==> src/rtl/multicore_pkg.sv <==
// Shared definitions for the multicore sample path: request encodings,
// dispatcher holding-buffer states and default array dimensions.
package multicore_pkg;

    localparam int unsigned DEFAULT_N_CORES = 41;
    localparam int unsigned DEFAULT_DW      = 32;

    localparam logic [1:0] REQ_IDLE   = 2'b00;
    localparam logic [1:0] REQ_URGENT = 2'b11;

    typedef enum logic {
        EMPTY,
        FULL
    } disp_state_t;

    // 01 and 10 are both plain (non-urgent) requests
    function automatic logic is_normal(input logic [1:0] r);
        return (r != REQ_IDLE) && (r != REQ_URGENT);
    endfunction

endpackage

==> src/rtl/sample_dispatcher_rr_pick.sv <==
// rr_pick: combinational round-robin picker. Returns the first eligible
// index at or above ptr, wrapping to the lowest eligible index below ptr.
module rr_pick #(
    parameter int unsigned N     = 41,
    parameter int unsigned IDX_W = $clog2(N)
) (
    input  logic [N-1:0]     eligible,
    input  logic [IDX_W-1:0] ptr,
    output logic             found,
    output logic [IDX_W-1:0] idx
);

    logic             hi_found;
    logic             lo_found;
    logic [IDX_W-1:0] hi_idx;
    logic [IDX_W-1:0] lo_idx;

    // Split search into the upper (>= ptr) and wrapped (< ptr) halves
    always_comb begin
        hi_found = 1'b0;
        lo_found = 1'b0;
        hi_idx   = '0;
        lo_idx   = '0;
        for (int unsigned i = 0; i < N; i++) begin
            if (eligible[i]) begin
                if (IDX_W'(i) >= ptr) begin
                    if (!hi_found) begin
                        hi_found = 1'b1;
                        hi_idx   = IDX_W'(i);
                    end
                end else if (!lo_found) begin
                    lo_found = 1'b1;
                    lo_idx   = IDX_W'(i);
                end
            end
        end
        found = hi_found | lo_found;
        idx   = hi_found ? hi_idx : lo_idx;
    end

endmodule

==> src/rtl/sample_dispatcher.sv <==
// sample_dispatcher: holds one sample from the source and grants it to one
// requesting core per cycle using two-class (urgent/normal) round-robin.
// Optional statistics counters: define SAMPLE_DISPATCHER_STATS_EN.
module sample_dispatcher
    import multicore_pkg::*;
#(
    parameter int unsigned N_CORES = DEFAULT_N_CORES,
    parameter int unsigned DW      = DEFAULT_DW,
    parameter int unsigned IDX_W   = $clog2(N_CORES)
) (
    input  logic                 clk,
    input  logic                 rst,
    input  logic [2*N_CORES-1:0] req_in,
    input  logic [DW-1:0]        src_data,
    input  logic                 src_valid,
    output logic                 src_ready,
    output logic [DW-1:0]        core_data,
    output logic [N_CORES-1:0]   core_grant,
    output logic [IDX_W-1:0]     grant_idx
`ifdef SAMPLE_DISPATCHER_STATS_EN
    ,
    output logic [31:0]          stat_dispatched,
    output logic [31:0]          stat_starve
`endif
);

    disp_state_t          state;
    logic [DW-1:0]        buf_q;
    logic [IDX_W-1:0]     u_ptr;
    logic [IDX_W-1:0]     n_ptr;
    logic [N_CORES-1:0]   urg_elig;
    logic [N_CORES-1:0]   norm_elig;
    logic                 u_found;
    logic                 n_found;
    logic [IDX_W-1:0]     u_idx;
    logic [IDX_W-1:0]     n_idx;
    logic [IDX_W-1:0]     winner;
    logic [IDX_W-1:0]     ptr_next;
    logic [N_CORES-1:0]   grant_next;
    logic                 fire;

    // Per-class eligibility; the registered grant doubles as the lockout mask
    always_comb begin
        urg_elig  = '0;
        norm_elig = '0;
        for (int unsigned i = 0; i < N_CORES; i++) begin
            urg_elig[i]  = (req_in[2*i +: 2] == REQ_URGENT) && !core_grant[i];
            norm_elig[i] = is_normal(req_in[2*i +: 2]) && !core_grant[i];
        end
    end

    rr_pick #(.N(N_CORES), .IDX_W(IDX_W)) u_pick_urgent (
        .eligible (urg_elig),
        .ptr      (u_ptr),
        .found    (u_found),
        .idx      (u_idx)
    );

    rr_pick #(.N(N_CORES), .IDX_W(IDX_W)) u_pick_normal (
        .eligible (norm_elig),
        .ptr      (n_ptr),
        .found    (n_found),
        .idx      (n_idx)
    );

    // Winner selection, fire qualification and source handshake
    always_comb begin
        winner     = u_found ? u_idx : n_idx;
        fire       = (state == FULL) && (u_found || n_found);
        src_ready  = !rst && ((state == EMPTY) || fire);
        ptr_next   = (winner == IDX_W'(N_CORES - 1)) ? '0 : winner + 1'b1;
        grant_next = '0;
        grant_next[winner] = 1'b1;
    end

    // Holding-buffer FSM with registered grant, data, index and pointers
    always_ff @(posedge clk or posedge rst) begin
        if (rst) begin
            state      <= EMPTY;
            buf_q      <= '0;
            core_grant <= '0;
            core_data  <= '0;
            grant_idx  <= '0;
            u_ptr      <= '0;
            n_ptr      <= '0;
        end else begin
            core_grant <= '0;
            if (fire) begin
                core_grant <= grant_next;
                grant_idx  <= winner;
                core_data  <= buf_q;
                if (u_found) begin
                    u_ptr <= ptr_next;
                end else begin
                    n_ptr <= ptr_next;
                end
            end
            // A reload during a fire keeps the buffer FULL for back-to-back flow
            if (src_valid && src_ready) begin
                buf_q <= src_data;
                state <= FULL;
            end else if (fire) begin
                state <= EMPTY;
            end
        end
    end

`ifdef SAMPLE_DISPATCHER_STATS_EN
    logic starve;

    // Stall with a full buffer where every requester is locked out
    always_comb begin
        starve = (state == FULL) && (|req_in) && !(u_found || n_found);
    end

    // Saturating dispatch and starvation counters
    always_ff @(posedge clk or posedge rst) begin
        if (rst) begin
            stat_dispatched <= '0;
            stat_starve     <= '0;
        end else begin
            if (fire && (stat_dispatched != '1)) begin
                stat_dispatched <= stat_dispatched + 32'd1;
            end
            if (starve && (stat_starve != '1)) begin
                stat_starve <= stat_starve + 32'd1;
            end
        end
    end
`endif

endmodule

==> config.mk <==
export PLATFORM = sky130hd
export DESIGN_NAME = sample_dispatcher
export DESIGN_NICKNAME = d
export VERILOG_FILES = /design/src/rtl/multicore_pkg.sv /design/src/rtl/sample_dispatcher_rr_pick.sv /design/src/rtl/sample_dispatcher.sv
export SDC_FILE = /design/constraint.sdc
export NUM_CORES = 1
export LEC_CHECK = 0
export CELL_PAD_IN_SITES_DETAIL_PLACEMENT = 0
export CELL_PAD_IN_SITES_GLOBAL_PLACEMENT = 1
export CORE_MARGIN = 8
export CORE_UTILIZATION = 43
export CTS_CLUSTER_DIAMETER = 50
export CTS_CLUSTER_SIZE = 10
export DETAILED_ROUTE_END_ITERATION = 16
export PLACE_DENSITY_LB_ADDON = 0.15
export RECOVER_POWER = 50
export SYNTH_ARGS = -nofsm -noshare
export SYNTH_HDL_FRONTEND = slang
export SYNTH_HIERARCHICAL = 1
export SYNTH_SLANG_ARGS = --single-unit
==> constraint.sdc <==
create_clock -name clk -period 13.45 [get_ports clk]
set_input_delay 4.035 -clock clk [delete_from_list [all_inputs] [get_ports clk]]
set_output_delay 4.035 -clock clk [all_outputs]
set_load 0.02 [all_outputs]
# ---- Word level (Yosys, flattened, before mapping)
# Cells that the tools add are included.
dict set report totals {
  word_cells 1211
  register_bits 124
  inputBits 117
}
dict set report op_classes {
  bitwise 4
  n_eq_ne 83
  add_sub_neg 1
  magnitude_cmp 84
  n_reduce_logical 215
  mux 817
}
# cell count
set op_table {}
lappend op_table {{two-way mux 6 bit} 480}
lappend op_table {{two-way mux 1 bit} 335}
lappend op_table {{greater-or-equal comparator 5 x 6 -> 1 bit (first input constant)} 32}
lappend op_table {{logical AND 1 bit} 127}
lappend op_table {{greater-or-equal comparator 6 bit (first input constant)} 18}
lappend op_table {{greater-or-equal comparator 4 x 6 -> 1 bit (first input constant)} 16}
lappend op_table {{nonzero test 2 bit} 42}
lappend op_table {{equality test 2 bit (second input constant)} 41}
lappend op_table {{inequality test 2 bit (second input constant)} 41}
lappend op_table {{greater-or-equal comparator 3 x 6 -> 1 bit (first input constant)} 8}
lappend op_table {{logical NOT 1 bit} 42}
lappend op_table {{two-way mux 41 bit} 1}
lappend op_table {{greater-or-equal comparator 1 x 6 -> 1 bit (first input constant)} 4}
lappend op_table {{greater-or-equal comparator 2 x 6 -> 1 bit (first input constant)} 4}
lappend op_table {{less-than comparator 6 x 7 -> 1 bit (second input constant)} 1}
lappend op_table {{adder 6 x 1 -> 6 bit (second input constant)} 1}
lappend op_table {{demux 1 bit (select 6 bit)} 1}
lappend op_table {{equality test 6 bit (second input constant)} 1}
lappend op_table {{greater-or-equal comparator 6 x 1 -> 1 bit (second input constant)} 1}
lappend op_table {{AND reduction 2 bit} 2}
lappend op_table {{logical OR 1 bit} 2}
lappend op_table {{NOT 1 bit} 2}
lappend op_table {{bitwise OR 1 bit} 2}

# ---- Longest topological paths before layout
# Gate-level depths: netlist of the first run.
dict set report logic_depth {
  depth_word 131
  mapped_depth 19
  mapped_depth_nobuf 16
}

# ---- Hierarchy
# Netlist of the first run, hierarchy kept.
# mod area_per_inst_um2 seq_area_each_um2 n_inst cells_each
set modules_own_cells {}
lappend modules_own_cells {sample_dispatcher 5723.0 3103.0 1 466}
lappend modules_own_cells {rr_pick 2426.1 0.0 2 396}

# ---- Worst setup path before layout of the first run
# No wires, ideal clock.
dict set report synth_timing {
  kind {input-to-output}
  startpoint {input port req_in[10]}
  endpoint {output port src_ready}
  path_stages 13
  arrival_ps 6484
  path_slack_ps 2931
  path_cell_list {ha_1 -> nor2b_1 -> inv_1 -> a311oi_1 -> o31ai_2 -> nor4b_4 -> and4b_1 -> nand2_1 -> nor2_1 -> nand4_1 -> buf_6 -> nor2_1 -> a21oi_1}
}
dict set report synth_between {
  elab_cells_between_ends 296
}
# element line
set synth_rtl {}
lappend synth_rtl {{start, declared} sample_dispatcher.sv:13} ;# input logic [2*N_CORES-1:0] req_in,
lappend synth_rtl {{equality test 2 bit *} sample_dispatcher.sv:47} ;# urg_elig[i] = (req_in[2*i +: 2] == REQ_URGENT) && !core_grant[i];
lappend synth_rtl {{logical AND 1 bit *} sample_dispatcher.sv:47}
lappend synth_rtl {{net urg_elig[5]} sample_dispatcher.sv:31} ;# logic [N_CORES-1:0] urg_elig;
lappend synth_rtl {{two-way mux 1 bit} sample_dispatcher_rr_pick.sv:25} ;# if (eligible[i]) begin
lappend synth_rtl {{two-way mux 1 bit} sample_dispatcher_rr_pick.sv:26} ;# if (IDX_W'(i) >= ptr) begin
lappend synth_rtl {{two-way mux 1 bit} sample_dispatcher_rr_pick.sv:25}
lappend synth_rtl {{two-way mux 1 bit} sample_dispatcher_rr_pick.sv:26}
lappend synth_rtl {{two-way mux 1 bit} sample_dispatcher_rr_pick.sv:25}
lappend synth_rtl {{[... 64 more ...]} --}
lappend synth_rtl {{two-way mux 1 bit} sample_dispatcher_rr_pick.sv:26}
lappend synth_rtl {{two-way mux 1 bit} sample_dispatcher_rr_pick.sv:25}
lappend synth_rtl {{bitwise OR 1 bit *} sample_dispatcher_rr_pick.sv:37} ;# found = hi_found | lo_found;
lappend synth_rtl {{net u_found} sample_dispatcher.sv:33} ;# logic u_found;
lappend synth_rtl {{logical OR 1 bit *} sample_dispatcher.sv:69} ;# fire = (state == FULL) && (u_found || n_found);
lappend synth_rtl {{logical AND 1 bit *} sample_dispatcher.sv:69}
lappend synth_rtl {{logical OR 1 bit *} sample_dispatcher.sv:70} ;# src_ready = !rst && ((state == EMPTY) || fire);
lappend synth_rtl {{logical AND 1 bit *} sample_dispatcher.sv:70}
lappend synth_rtl {{end, declared} sample_dispatcher.sv:16} ;# output logic src_ready,
# The timed path passes the listed nets; every way through them passes the cells marked *.

# ---- Final worst setup path of the first run
dict set report layout_timing {
  startpoint {input port req_in[11]}
  endpoint {output port src_ready}
}
# The elaborated chain is that of the path after synthesis.

==> flow_summary.rst, run 1 <==
.. list-table::
   :header-rows: 1

   * - Metric
     - Value
   * - Run status
     - finished with violations
   * - Violations in the final reports
     - max-capacitance violations, max-slew violations
   * - Layout Utilization
     - 55.0%
   * - Number of buffers inserted to repair setup after CTS
     - 0
   * - Critical-path cell list
     - clkdlybuf4s50_1 > ha_1 > nor2b_1 > inv_1 > a311oi_1 > o31ai_2 > nor4b_4 > and4b_1 > nand2_1 > nor2_1 > nand4_1 > nor2_1 > a21oi_1 > clkdlybuf4s50_1
   * - Cell type of the slowest stage on the worst timing path
     - clkdlybuf4s50_1
   * - Combinational family with the most area after synthesis
     - simple AND/OR/NAND/NOR gates
   * - Warnings from Yosys
     - 6
   * - Post-route worst setup slack
     - 1000 ps
   * - Post-Synth Simple-Gate Area
     - 26.2%
   * - Number of port buffers
     - 196
   * - Global Route met3 Usage
     - 6.53%
   * - Clk_lat worst skew
     - 420 ps
   * - Path depth of the worst reg2reg path
     - 16
   * - Tcrit/Tclk final
     - 92.5%
   * - Placer congestion estimate
     - 0.925
   * - Horizontal die dimension
     - 173 um
   * - GR Layer Usage met1
     - 37.1%
   * - Stages on worst setup path
     - 14
   * - Accumulated negative setup slack
     - 0 ps
   * - Netlist area before placement
     - 10600 sq um
   * - Count of final setup violators
     - 0
   * - Detailed Route WL
     - 42.1 mm
   * - Share of cells above drive strength 1
     - 11.9%
   * - Path category of the worst min-delay check
     - reg2reg
   * - Total design power
     - 2.01 mW
   * - Die outline area
     - 29900 sq um
   * - Critical path data arrival time
     - 8410 ps
   * - Worst-case register-to-register setup slack
     - 7610 ps
   * - Routed length per instance
     - 23.9 um
   * - Count of max-cap constraint violations
     - 2
   * - HPWL reported at the end of detailed placement
     - 32.9 mm
   * - Final period demand of the worst path
     - 12450 ps
   * - Count of cells resized by post-cts repair
     - 0
   * - Number of H-tree levels
     - 4
   * - Prevailing post-synth register cell
     - dfrtp_1
   * - Netlist cell types
     - 89
   * - Startpoint type of the worst setup path
     - input pin
   * - # DRC
     - 0
   * - Number of optimization iterations in the first detailed-route pass
     - 5
   * - Highest clock frequency the design can meet
     - 80.4 MHz
   * - Critical Path End Type
     - primary output
   * - Critical path type
     - in2out
   * - Slew Limit Headroom
     - -103%
   * - Vias after detailed routing
     - 11.0k
   * - RSZ-0062 raised after global routing
     - no
   * - Area of the core
     - 24200 sq um
   * - PD cells
     - 150 nW/um^2
   * - Number of hold buffers added after CTS
     - 0
   * - DRT iter0 DRCs
     - 1146
   * - GR Util All Layers
     - 27.3%
   * - Wire length of the first global-routing pass
     - 64.5 mm
   * - Adder-cell area share of the yosys netlist
     - 5.09%
   * - Hold violation total from the final report
     - 0
   * - Required time of the critical path
     - 9410 ps
   * - GR Layer Usage met2
     - 41.2%
   * - Die Span Y
     - 173 um
   * - Number of nets in the layout
     - 1590
   * - I/O pin count
     - 197
   * - Largest net degree at the start of global routing
     - 70
   * - Clock-pin slew on the worst setup and hold paths
     - 50 ps
   * - Initial antenna violation count
     - 0
   * - Worst setup timing slack at the placement stage
     - 1160 ps
   * - VDD IR-drop max
     - 0.129 mV
   * - Flops & latches, synth
     - 124
   * - Layout Skew
     - 18.3 ps
   * - TritonCTS clock tree
     - done
   * - Synthesized netlist cell count
     - 1258
   * - Area growth syn-to-layout
     - 26.2%
   * - Number of buffer and inverter instances along the worst setup path
     - 3
   * - Number of instances on the worst hold path
     - 2
   * - XOR/XNOR Fraction of Synth Area
     - 0.414%
   * - WHS
     - 481 ps
   * - Register area share after synthesis
     - 29.3%
   * - Total inserted antenna cells
     - 0
   * - Initial core utilization
     - 43.6%
   * - CP peak stage delay
     - 600 ps
   * - Number of buffers added by the clock tree synthesis step
     - 17
   * - Async SR Flop Fraction
     - 100%
   * - Busiest metal layer after global routing
     - met2
   * - Syn Area/Cell
     - 8.41 sq um
   * - Count of flip-flops with a built-in enable after synthesis
     - 0
   * - Global-route congestion overflow total
     - 0
   * - Compound-Gate Fraction of Synth Area
     - 26.2%
   * - Post-detailed-route via-to-cell ratio
     - 6.21
   * - Leakage power
     - 5.64 nW
   * - Post-synthesis mux area share
     - 7.93%
   * - Clock Sink Count
     - 124
   * - Syn nets
     - 1418
   * - Maximum clock path buffer count
     - 2
   * - Pins Over Slew Limit
     - 127
   * - Pin slew with the least headroom to its limit
     - 3040 ps
   * - Largest fanout of any net on the critical path
     - 8
   * - Vias in the first global route
     - 10.5k
   * - Clk Tree Root Cell
     - clkbuf_16
   * - Residual antenna-violating net count after detailed routing
     - 0
   * - Largest delay contributor family on the critical path
     - simple AND/OR/NAND/NOR gates
   * - Site Rows
     - 57
path summary, 6_finish.rpt:
path,start,to
max,req_in[11],src_ready
min,grant_idx[2]$_DFFE_PP0P_,grant_idx[2]$_DFFE_PP0P_
max reg2reg,u_ptr[1]$_DFFE_PP0P_,u_ptr[2]$_DFFE_PP0P_
min reg2reg,grant_idx[2]$_DFFE_PP0P_,grant_idx[2]$_DFFE_PP0P_
max in group asynchronous,rst,core_grant[23]$_DFF_PP0_
min in group asynchronous,rst,core_data[21]$_DFFE_PP0P_
tightest hold or removal path: cells and delay by family, from the launching register on:
family	cells	cell delay, ps
compound gates	1	60
flops	1	340
simple gates	1	40
where the power goes:
part | internal [mW] | switching (mW)
sequential | 0.434 | 0.0443
clock | 0.276 | 0.191
combinational | 0.367 | 0.694
total | 1.08 | 0.930
flip-flops by register name (all words and copies together), names as in the netlist:
| signal | cells |
|---|---|
| buf_q | 32 |
| core_grant | 41 |
| u_ptr | 6 |
| n_ptr | 6 |
| core_data | 32 |
| grant_idx | 6 |
| state | 1 |
routing by layer:
metal,part of all wire (%),vias up
li1,-,5028
met1,44,5282
met2,43,566
met3,9.2,83
met4,3.5,0
met5,0,-
per-stage QoR:
step           instances  cell area [sq um]
2_1_floorplan       1258              10600
3_3_place_gp        1735              12800
3_5_place_dp        1735              12800
4_1_cts             1766              13400
5_1_grt             1766              13300
6_report            1766              13300
cell usage in the layout (no fill, tap or decap), types with 11 or more instances in the layout:
| master | netlist | routed |
|---|---|---|
| a21oi_1 | 61 | 61 |
| a22oi_1 | 11 | 11 |
| a31oi_1 | 16 | 16 |
| and2_1 | 16 | 16 |
| buf_4 | 6 | 20 |
| clkbuf_16 | 0 | 17 |
| clkdlybuf4s50_1 | 0 | 116 |
| dfrtp_1 | 124 | 124 |
| dlygate4sd3_1 | 0 | 80 |
| ha_1 | 43 | 43 |
| inv_1 | 41 | 40 |
| mux2_2 | 67 | 67 |
| nand2_1 | 124 | 124 |
| nand3_1 | 31 | 31 |
| nand4_1 | 15 | 15 |
| nor2_1 | 113 | 113 |
| nor2b_1 | 97 | 97 |
| nor3_1 | 16 | 16 |
| o211ai_1 | 19 | 19 |
| o21ai_0 | 79 | 79 |
| o21ai_1 | 13 | 12 |
| o22ai_1 | 24 | 24 |
| or3_1 | 11 | 11 |
cells by family (layout without fill, tap and decap cells):
kind of cell / count (synthesis) / count (layout)
simple gates: 516 / 516
compound gates: 388 / 388
flops: 124 / 124
buf+inv: 107 / 291
mux: 75 / 75
fa+ha+maj: 43 / 43
xor+xnor: 5 / 5
cell usage after synthesis (6+ instances only):
cell type | number | area, sq um
or4_1 | 6 | 45.0
a32o_1 | 8 | 80.1
ha_1 | 43 | 538
o31ai_1 | 10 | 75.1
nand4_1 | 15 | 93.8
a22oi_1 | 11 | 82.6
buf_4 | 6 | 45.0
o21bai_1 | 8 | 60.1
nand3b_1 | 10 | 75.1
nor4_1 | 9 | 56.3
a21o_1 | 7 | 52.6
dfrtp_1 | 124 | 3100
and3_1 | 8 | 50.1
buf_2 | 25 | 125
mux2_2 | 67 | 754
o31a_1 | 6 | 52.6
a32oi_1 | 10 | 87.6
clkbuf_1 | 20 | 75.1
or3_1 | 11 | 68.8
a31oi_1 | 16 | 100
a211oi_1 | 10 | 75.1
o21ai_0 | 79 | 395
mux2i_1 | 7 | 70.1
nand2_1 | 124 | 465
buf_6 | 7 | 78.8
nor3_1 | 16 | 80.1
inv_1 | 41 | 154
a311oi_1 | 6 | 52.6
nand2b_1 | 6 | 37.5
o221ai_1 | 6 | 52.6
o21a_1 | 10 | 75.1
buf_1 | 6 | 22.5
o22ai_1 | 24 | 150
nor2b_1 | 97 | 607
o21ai_1 | 13 | 65.1
nor2_1 | 113 | 424
nand3_1 | 31 | 155
and2_1 | 16 | 100
a21oi_1 | 61 | 305
o211ai_1 | 19 | 143
a21boi_0 | 10 | 75.1
nor3b_1 | 9 | 67.6
area by class of cell:
type                            count  area (sq um)
Clock buffer                       17           425
Clock inverter                     14           160
Fill cell                        2280         10900
Inverter                           43           163
Multi-Input combinational cell   1027          6980
Sequential cell                   124          3100
Tap cell                          324           405
Timing Repair Buffer              217          2120
No activity file was read; power rests on OpenSTA's default activity.
==> inputs of run 2 (changes only) <==
CORE_UTILIZATION = 40   (was 43)
==> flow_summary.rst, run 2 (synthesized netlist as in run 1, its figures left out) <==
.. list-table::
   :header-rows: 1

   * - Metric
     - Value
   * - Run status
     - finished with violations (unchanged)
   * - Violations in the final reports
     - max-capacitance violations, max-slew violations (unchanged)
   * - Clock share of power
     - 24.9% (was 23.3%)
   * - Number of hold buffers added after CTS
     - 0 (unchanged)
   * - Residual antenna-violating net count after detailed routing
     - 0 (unchanged)
   * - Clk_lat worst skew
     - 430 ps (was 420 ps)
   * - Pins Over Slew Limit
     - 127 (unchanged)
   * - Startpoint type of the worst setup path
     - input pin (unchanged)
   * - Pin slew with the least headroom to its limit
     - 3320 ps (was 3040 ps)
   * - GR Layer Usage met2
     - 40.5% (was 41.2%)
   * - Site Rows
     - 59 (was 57)
   * - DP Cell Count
     - 1743 (was 1735)
   * - Highest clock frequency the design can meet
     - 81.3 MHz (was 80.4 MHz)
   * - GR Util All Layers
     - 26.5% (was 27.3%)
   * - Largest registers ranked by flip-flop count
     - core_grant: 41 flops, buf_q: 32 flops, core_data: 32 flops (unchanged)
   * - Leakage power
     - 5.64 nW (about the same)
   * - GR Layer Usage met1
     - 36.3% (was 37.1%)
   * - VDD IR-drop max
     - 0.0999 mV (was 0.129 mV)
   * - Hold violation total from the final report
     - 0 (unchanged)
   * - Critical Path End Type
     - primary output (unchanged)
   * - Flip-flop count of the largest register after layout
     - 41 (unchanged)
   * - Busiest metal layer after global routing
     - met2 (unchanged)
   * - Final cell area excluding filler cells
     - 13400 sq um (was 13300 sq um)
   * - Number of buffers inserted to repair setup after CTS
     - 0 (unchanged)
   * - Number of buffers added by the clock tree synthesis step
     - 17 (unchanged)
   * - Global Route met3 Usage
     - 6.10% (was 6.53%)
   * - Die Span Y
     - 179 um (was 173 um)
   * - Number of instances on the worst hold path
     - 2 (unchanged)
   * - Accumulated negative setup slack
     - 0 ps (unchanged)
   * - Vias after detailed routing
     - 10.9k (was 11.0k)
   * - Wire length of the first global-routing pass
     - 65.0 mm (was 64.5 mm)
   * - Number of port buffers
     - 196 (unchanged)
   * - Routed length per instance
     - 24.2 um (was 23.9 um)
   * - Layout Utilization
     - 51.5% (was 55.0%)
   * - Capture endpoint of the worst hold path
     - grant_idx[1]$_DFFE_PP0P_ (was grant_idx[2]$_DFFE_PP0P_)
   * - Largest net degree at the start of global routing
     - 78 (was 70)
   * - Clk Tree Root Cell
     - clkbuf_16 (unchanged)
   * - Detailed Route WL
     - 42.9 mm (was 42.1 mm)
   * - Layout Skew
     - 15.3 ps (was 18.3 ps)
   * - Path category of the worst min-delay check
     - reg2reg (unchanged)
   * - Total inserted antenna cells
     - 0 (unchanged)
   * - Count of max-cap constraint violations
     - 2 (unchanged)
   * - Count of final setup violators
     - 0 (unchanged)
   * - Global-route congestion overflow total
     - 0 (unchanged)
   * - Placer congestion estimate
     - 0.918 (was 0.925)
   * - Switching power
     - 0.937 mW (was 0.930 mW)
   * - Die outline area
     - 31900 sq um (was 29900 sq um)
   * - Slew Limit Headroom
     - -122% (was -103%)
   * - Horizontal die dimension
     - 179 um (was 173 um)
   * - WHS
     - 493 ps (was 481 ps)
   * - DRT iter0 DRCs
     - 1091 (was 1146)
   * - Crit path from
     - req_in[5] (was req_in[11])
   * - Vias in the first global route
     - 10.6k (was 10.5k)
   * - Portion of total power attributed to sequential cells
     - 23.5% (was 23.8%)
   * - Initial core utilization
     - 40.7% (was 43.6%)
   * - Number of optimization iterations in the first detailed-route pass
     - 6 (was 5)
   * - # DRC
     - 0 (unchanged)
   * - Gate power share
     - 51.6% (was 52.9%)
   * - Initial antenna violation count
     - 0 (unchanged)
   * - HPWL reported at the end of detailed placement
     - 33.3 mm (was 32.9 mm)
   * - Hold path startpoint
     - grant_idx[1]$_DFFE_PP0P_ (was grant_idx[2]$_DFFE_PP0P_)
   * - RSZ-0062 raised after global routing
     - no (unchanged)
   * - Area growth syn-to-layout
     - 26.6% (was 26.2%)
   * - Final period demand of the worst path
     - 12300 ps (was 12450 ps)
   * - Clock Sink Count
     - 124 (unchanged)
   * - Post-detailed-route via-to-cell ratio
     - 6.15 (was 6.21)
   * - Maximum clock path buffer count
     - 2 (unchanged)
   * - PD cells
     - 153 nW/um^2 (was 150 nW/um^2)
   * - Critical path type
     - in2out (unchanged)
   * - Tcrit/Tclk final
     - 91.4% (was 92.5%)
   * - Endpoint of the most critical register-to-register path
     - u_ptr[2]$_DFFE_PP0P_ (unchanged)
   * - Switching part of the total power
     - 45.7% (was 46.3%)
   * - I/O pin count
     - 197 (unchanged)
   * - Internal power
     - 1.11 mW (was 1.08 mW)
   * - Worst-case register-to-register setup slack
     - 7660 ps (was 7610 ps)
   * - Number of cells in the finished layout apart from fillers
     - 1775 (was 1766)
   * - Standard cell area after detailed placement
     - 12800 sq um (about the same)
   * - Critical path data arrival time
     - 8260 ps (was 8410 ps)
   * - Path depth of the worst reg2reg path
     - 16 (unchanged)
   * - Required time of the critical path
     - 9410 ps (about the same)
   * - Count of cells resized by post-cts repair
     - 0 (unchanged)
   * - Share of cells above drive strength 1
     - 11.7% (was 11.9%)
   * - Startpoint of the most critical register-to-register path
     - u_ptr[0]$_DFFE_PP0P_ (was u_ptr[1]$_DFFE_PP0P_)
   * - Area of the core
     - 26000 sq um (was 24200 sq um)
   * - Register containing the most flip-flops in the final layout
     - core_grant (unchanged)
   * - Most frequent cells in the layout
     - nand2_1, dfrtp_1, clkdlybuf4s50_1 (unchanged)
   * - Number of nets in the layout
     - 1587 (was 1590)
   * - TritonCTS clock tree
     - done (unchanged)
   * - Largest fanout of any net on the critical path
     - 8 (unchanged)
   * - Clock-pin slew on the worst setup and hold paths
     - 60 ps (was 50 ps)
   * - Number of H-tree levels
     - 4 (unchanged)
[run 2: cell count changes in the layout (fill, tap and decap cells not counted)]
cell,previous run,this run
clkinv_4,4,3
buf_4,20,17
clkbuf_1,1,2
clkinv_2,1,0
bufinv_16,2,4
[run 2: worst max path at each step]
stage,endpoint,slack (ps),cells after the start
2_1_floorplan,src_ready,2930,13
3_3_place_gp,src_ready,1240,14
3_5_place_dp,src_ready,1220,14
4_1_cts,src_ready,1210,14
5_1_grt,src_ready,890,15
6_report,src_ready,1150,14
[run 2: area by class of cell]
| class | count | area (sq um) |
|---|---|---|
| repair buffers | 214 | 2090 |
| well taps | 335 | 419 |
| multi-input cells | 1027 | 6980 |
| clock inverters | 14 | 206 |
| flip-flops and latches | 124 | 3100 |
| inverters | 43 | 163 |
| clock buffers | 18 | 429 |
| fillers | 2545 | 12600 |
[run 2: stage by stage]
step | setup WS (ps) | total power, mW
floorplan | 2930 | 1.16
global placement | 1240 | 1.54
detailed placement | 1220 | 1.54
CTS | 1210 | 2.05
global route | 893 | 2.16
finish | 1150 | 2.05
[run 2: worst max-delay path: stages]
cell,delay [ps]
clkdlybuf4s50_1,540
ha_1,250
nor2b_1,180
a21boi_1,160
o21ai_0,370
nand2_1,180
nor4b_4,530
and4b_1,390
nand2_1,90
nor2_1,250
nand4_1,250
nor2_1,310
a21oi_1,150
clkdlybuf4s50_1,570
[run 2: power by group through the flow]
stage                     Clock, mW  Sequential [mW]  Combinational (mW)
after floorplan                   0            0.519               0.636
after global placement            0            0.486                1.05
after detailed placement          0            0.489                1.05
after CTS                     0.518            0.484                1.05
after global routing          0.534            0.491                1.13
final                         0.510            0.482                1.06
[run 2: routing by layer]
layer,up-vias,part of all wire (%)
li1,5033,-
met1,5273,45
met2,556,43
met3,56,9.2
met4,0,2.7
met5,-,0
==> inputs of run 3 (changes only) <==
CELL_PAD_IN_SITES_DETAIL_PLACEMENT = 1   (was 0)
PLACE_DENSITY_LB_ADDON = 0.1   (was 0.15)
==> flow_summary.rst, run 3 (synthesized netlist as in run 1, its figures left out) <==
.. list-table::
   :header-rows: 1

   * - Metric
     - Value
   * - Wire length of the first global-routing pass
     - 69.4 mm (was 65.0 mm)
   * - Pins Over Slew Limit
     - 127 (unchanged)
   * - Share of cells above drive strength 1
     - 11.7% (about the same)
   * - Total inserted antenna cells
     - 0 (unchanged)
   * - Leakage power
     - 5.63 nW (was 5.64 nW)
   * - Worst-case register-to-register setup slack
     - 7550 ps (was 7660 ps)
   * - Die outline area
     - 31900 sq um (unchanged)
   * - Number of port buffers
     - 196 (unchanged)
   * - Die Span Y
     - 179 um (unchanged)
   * - Largest delay contributor family on the critical path
     - simple AND/OR/NAND/NOR gates (unchanged)
   * - Site Rows
     - 59 (unchanged)
   * - Number of optimization iterations in the first detailed-route pass
     - 5 (was 6)
   * - VDD IR-drop max
     - 0.0960 mV (was 0.0999 mV)
   * - HPWL reported at the end of detailed placement
     - 35.2 mm (was 33.3 mm)
   * - Pin slew with the least headroom to its limit
     - 3090 ps (was 3320 ps)
   * - DRT iter0 DRCs
     - 689 (was 1091)
   * - Global-route congestion overflow total
     - 0 (unchanged)
   * - Horizontal die dimension
     - 179 um (unchanged)
   * - Clock-pin slew on the worst setup and hold paths
     - 60 ps (about the same)
   * - CP peak stage delay
     - 590 ps (was 570 ps)
   * - Critical Path End Type
     - primary output (unchanged)
   * - Clk_lat worst skew
     - 420 ps (was 430 ps)
   * - Layout Skew
     - 14.8 ps (was 15.3 ps)
   * - Slew Limit Headroom
     - -106% (was -122%)
   * - Number of hold buffers added after CTS
     - 0 (unchanged)
   * - Total design power
     - 2.09 mW (was 2.05 mW)
   * - Routed length per instance
     - 25.9 um (was 24.2 um)
   * - Maximum clock path buffer count
     - 2 (unchanged)
   * - I/O pin count
     - 197 (unchanged)
   * - Flip-flop count of the largest register after layout
     - 41 (unchanged)
   * - PD cells
     - 156 nW/um^2 (was 153 nW/um^2)
   * - Highest clock frequency the design can meet
     - 80.6 MHz (was 81.3 MHz)
   * - Number of buffers inserted to repair setup after CTS
     - 0 (unchanged)
   * - Critical path data arrival time
     - 8370 ps (was 8260 ps)
   * - Violations in the final reports
     - max-capacitance violations, max-slew violations (unchanged)
   * - RSZ-0062 raised after global routing
     - no (unchanged)
   * - Number of buffer and inverter instances along the worst setup path
     - 2 (unchanged)
   * - Count of final setup violators
     - 0 (unchanged)
   * - Hold violation total from the final report
     - 0 (unchanged)
   * - Clk Tree Root Cell
     - clkbuf_16 (unchanged)
   * - Path category of the worst min-delay check
     - reg2reg (unchanged)
   * - Startpoint type of the worst setup path
     - input pin (unchanged)
   * - Largest registers ranked by flip-flop count
     - core_grant: 41 flops, buf_q: 32 flops, core_data: 32 flops (unchanged)
   * - Clock Sink Count
     - 124 (unchanged)
   * - Register containing the most flip-flops in the final layout
     - core_grant (unchanged)
   * - Placer congestion estimate
     - 0.983 (was 0.918)
   * - Vias in the first global route
     - 11.4k (was 10.6k)
   * - Run status
     - finished with violations (unchanged)
   * - Required time of the critical path
     - 9410 ps (about the same)
   * - Number of nets in the layout
     - 1586 (was 1587)
   * - Number of buffers added by the clock tree synthesis step
     - 17 (unchanged)
   * - GR Util All Layers
     - 28.4% (was 26.5%)
   * - Number of H-tree levels
     - 4 (unchanged)
   * - Count of cells resized by post-cts repair
     - 0 (unchanged)
   * - Accumulated negative setup slack
     - 0 ps (unchanged)
   * - Initial antenna violation count
     - 0 (unchanged)
   * - Largest net degree at the start of global routing
     - 70 (was 78)
   * - Cell type of the slowest stage on the worst timing path
     - clkdlybuf4s50_1 (unchanged)
   * - Initial core utilization
     - 40.7% (unchanged)
   * - # DRC
     - 0 (unchanged)
   * - Most frequent cells in the layout
     - nand2_1, dfrtp_1, clkdlybuf4s50_1 (unchanged)
   * - Area growth syn-to-layout
     - 26.5% (was 26.6%)
   * - TritonCTS clock tree
     - done (unchanged)
   * - Critical path type
     - in2out (unchanged)
   * - Detailed Route WL
     - 45.9 mm (was 42.9 mm)
   * - Count of max-cap constraint violations
     - 2 (unchanged)
   * - Worst setup timing slack at the placement stage
     - 1230 ps (was 1220 ps)
   * - Residual antenna-violating net count after detailed routing
     - 0 (unchanged)
   * - Post-detailed-route via-to-cell ratio
     - 6.24 (was 6.15)
   * - Area of the core
     - 26000 sq um (unchanged)
   * - Largest fanout of any net on the critical path
     - 8 (unchanged)
   * - Final period demand of the worst path
     - 12410 ps (was 12300 ps)
   * - Tcrit/Tclk final
     - 92.3% (was 91.4%)
   * - Vias after detailed routing
     - 11.1k (was 10.9k)
   * - Critical-path cell list
     - clkdlybuf4s50_1 > ha_1 > nor2b_1 > a21boi_1 > o21ai_0 > nand2_1 > nor4b_4 > and4b_1 > nand2_1 > nor2_1 > nand4_1 > nor2_1 > a21oi_1 > clkdlybuf4s50_1 (unchanged)
   * - Post-route worst setup slack
     - 1040 ps (was 1150 ps)
[run 3: changes by cell type in the layout (fill, tap and decap cells not counted)]
| cell | before | now |
|---|---|---|
| clkbuf_1 | 2 | 1 |
| inv_6 | 6 | 5 |
| buf_4 | 17 | 16 |
| clkinv_4 | 3 | 2 |
| inv_8 | 0 | 1 |
| clkinvlp_4 | 1 | 2 |
[run 3: layout make-up]
class / count / area, sq um
multi-input cells: 1027 / 6980
repair buffers: 213 / 2090
clock buffers: 17 / 425
fillers: 3040 / 12600
flip-flops and latches: 124 / 3100
inverters: 43 / 163
clock inverters: 14 / 208
well taps: 335 / 419
[run 3: worst paths after layout]
path	start	endpoint	cells after the start
min in group asynchronous	rst	buf_q[3]$_DFFE_PP0P_	2
max in group asynchronous	rst	core_grant[23]$_DFF_PP0_	3
setup / recovery	req_in[4]	src_ready	14
setup reg to reg	u_ptr[1]$_DFFE_PP0P_	n_ptr[2]$_DFFE_PP0P_	15
hold / removal	grant_idx[2]$_DFFE_PP0P_	grant_idx[2]$_DFFE_PP0P_	2
hold reg to reg	grant_idx[2]$_DFFE_PP0P_	grant_idx[2]$_DFFE_PP0P_	2
[run 3: layer usage]
layer | routed length (um) | global-route usage (%) | up-vias | share of wire (%)
li1 | - | - | 5009 | -
met1 | 19900 | 36.4 | 5544 | 43
met2 | 20700 | 45.3 | 440 | 45
met3 | 3580 | 6.77 | 79 | 7.8
met4 | 1720 | 11.8 | 0 | 3.8
met5 | 0 | 0 | - | 0
[run 3: worst min-delay path, cell delays in order, from the launching register on]
cell,delay (ps)
dfrtp_1,340
nand2_1,50
o21ai_0,70
[run 3: metrics by stage]
stage / std cells / area [sq um] / utilization [%] / hold slack, ps
3_3_place_gp: 1742 / 12800 / 49.1 / 468
6_report: 1773 / 13400 / 51.5 / 494
3_5_place_dp: 1742 / 12800 / 49.1 / 484
4_1_cts: 1773 / 13400 / 51.5 / 503
2_1_floorplan: 1258 / 10600 / - / 472
5_1_grt: 1773 / 13400 / 51.5 / 504
[run 3: where the power goes]
group	switching (mW)	internal [mW]	total [mW]
sequential	0.0621	0.434	0.496
combinational	0.708	0.365	1.07
clock	0.205	0.315	0.520
total	0.975	1.11	2.09
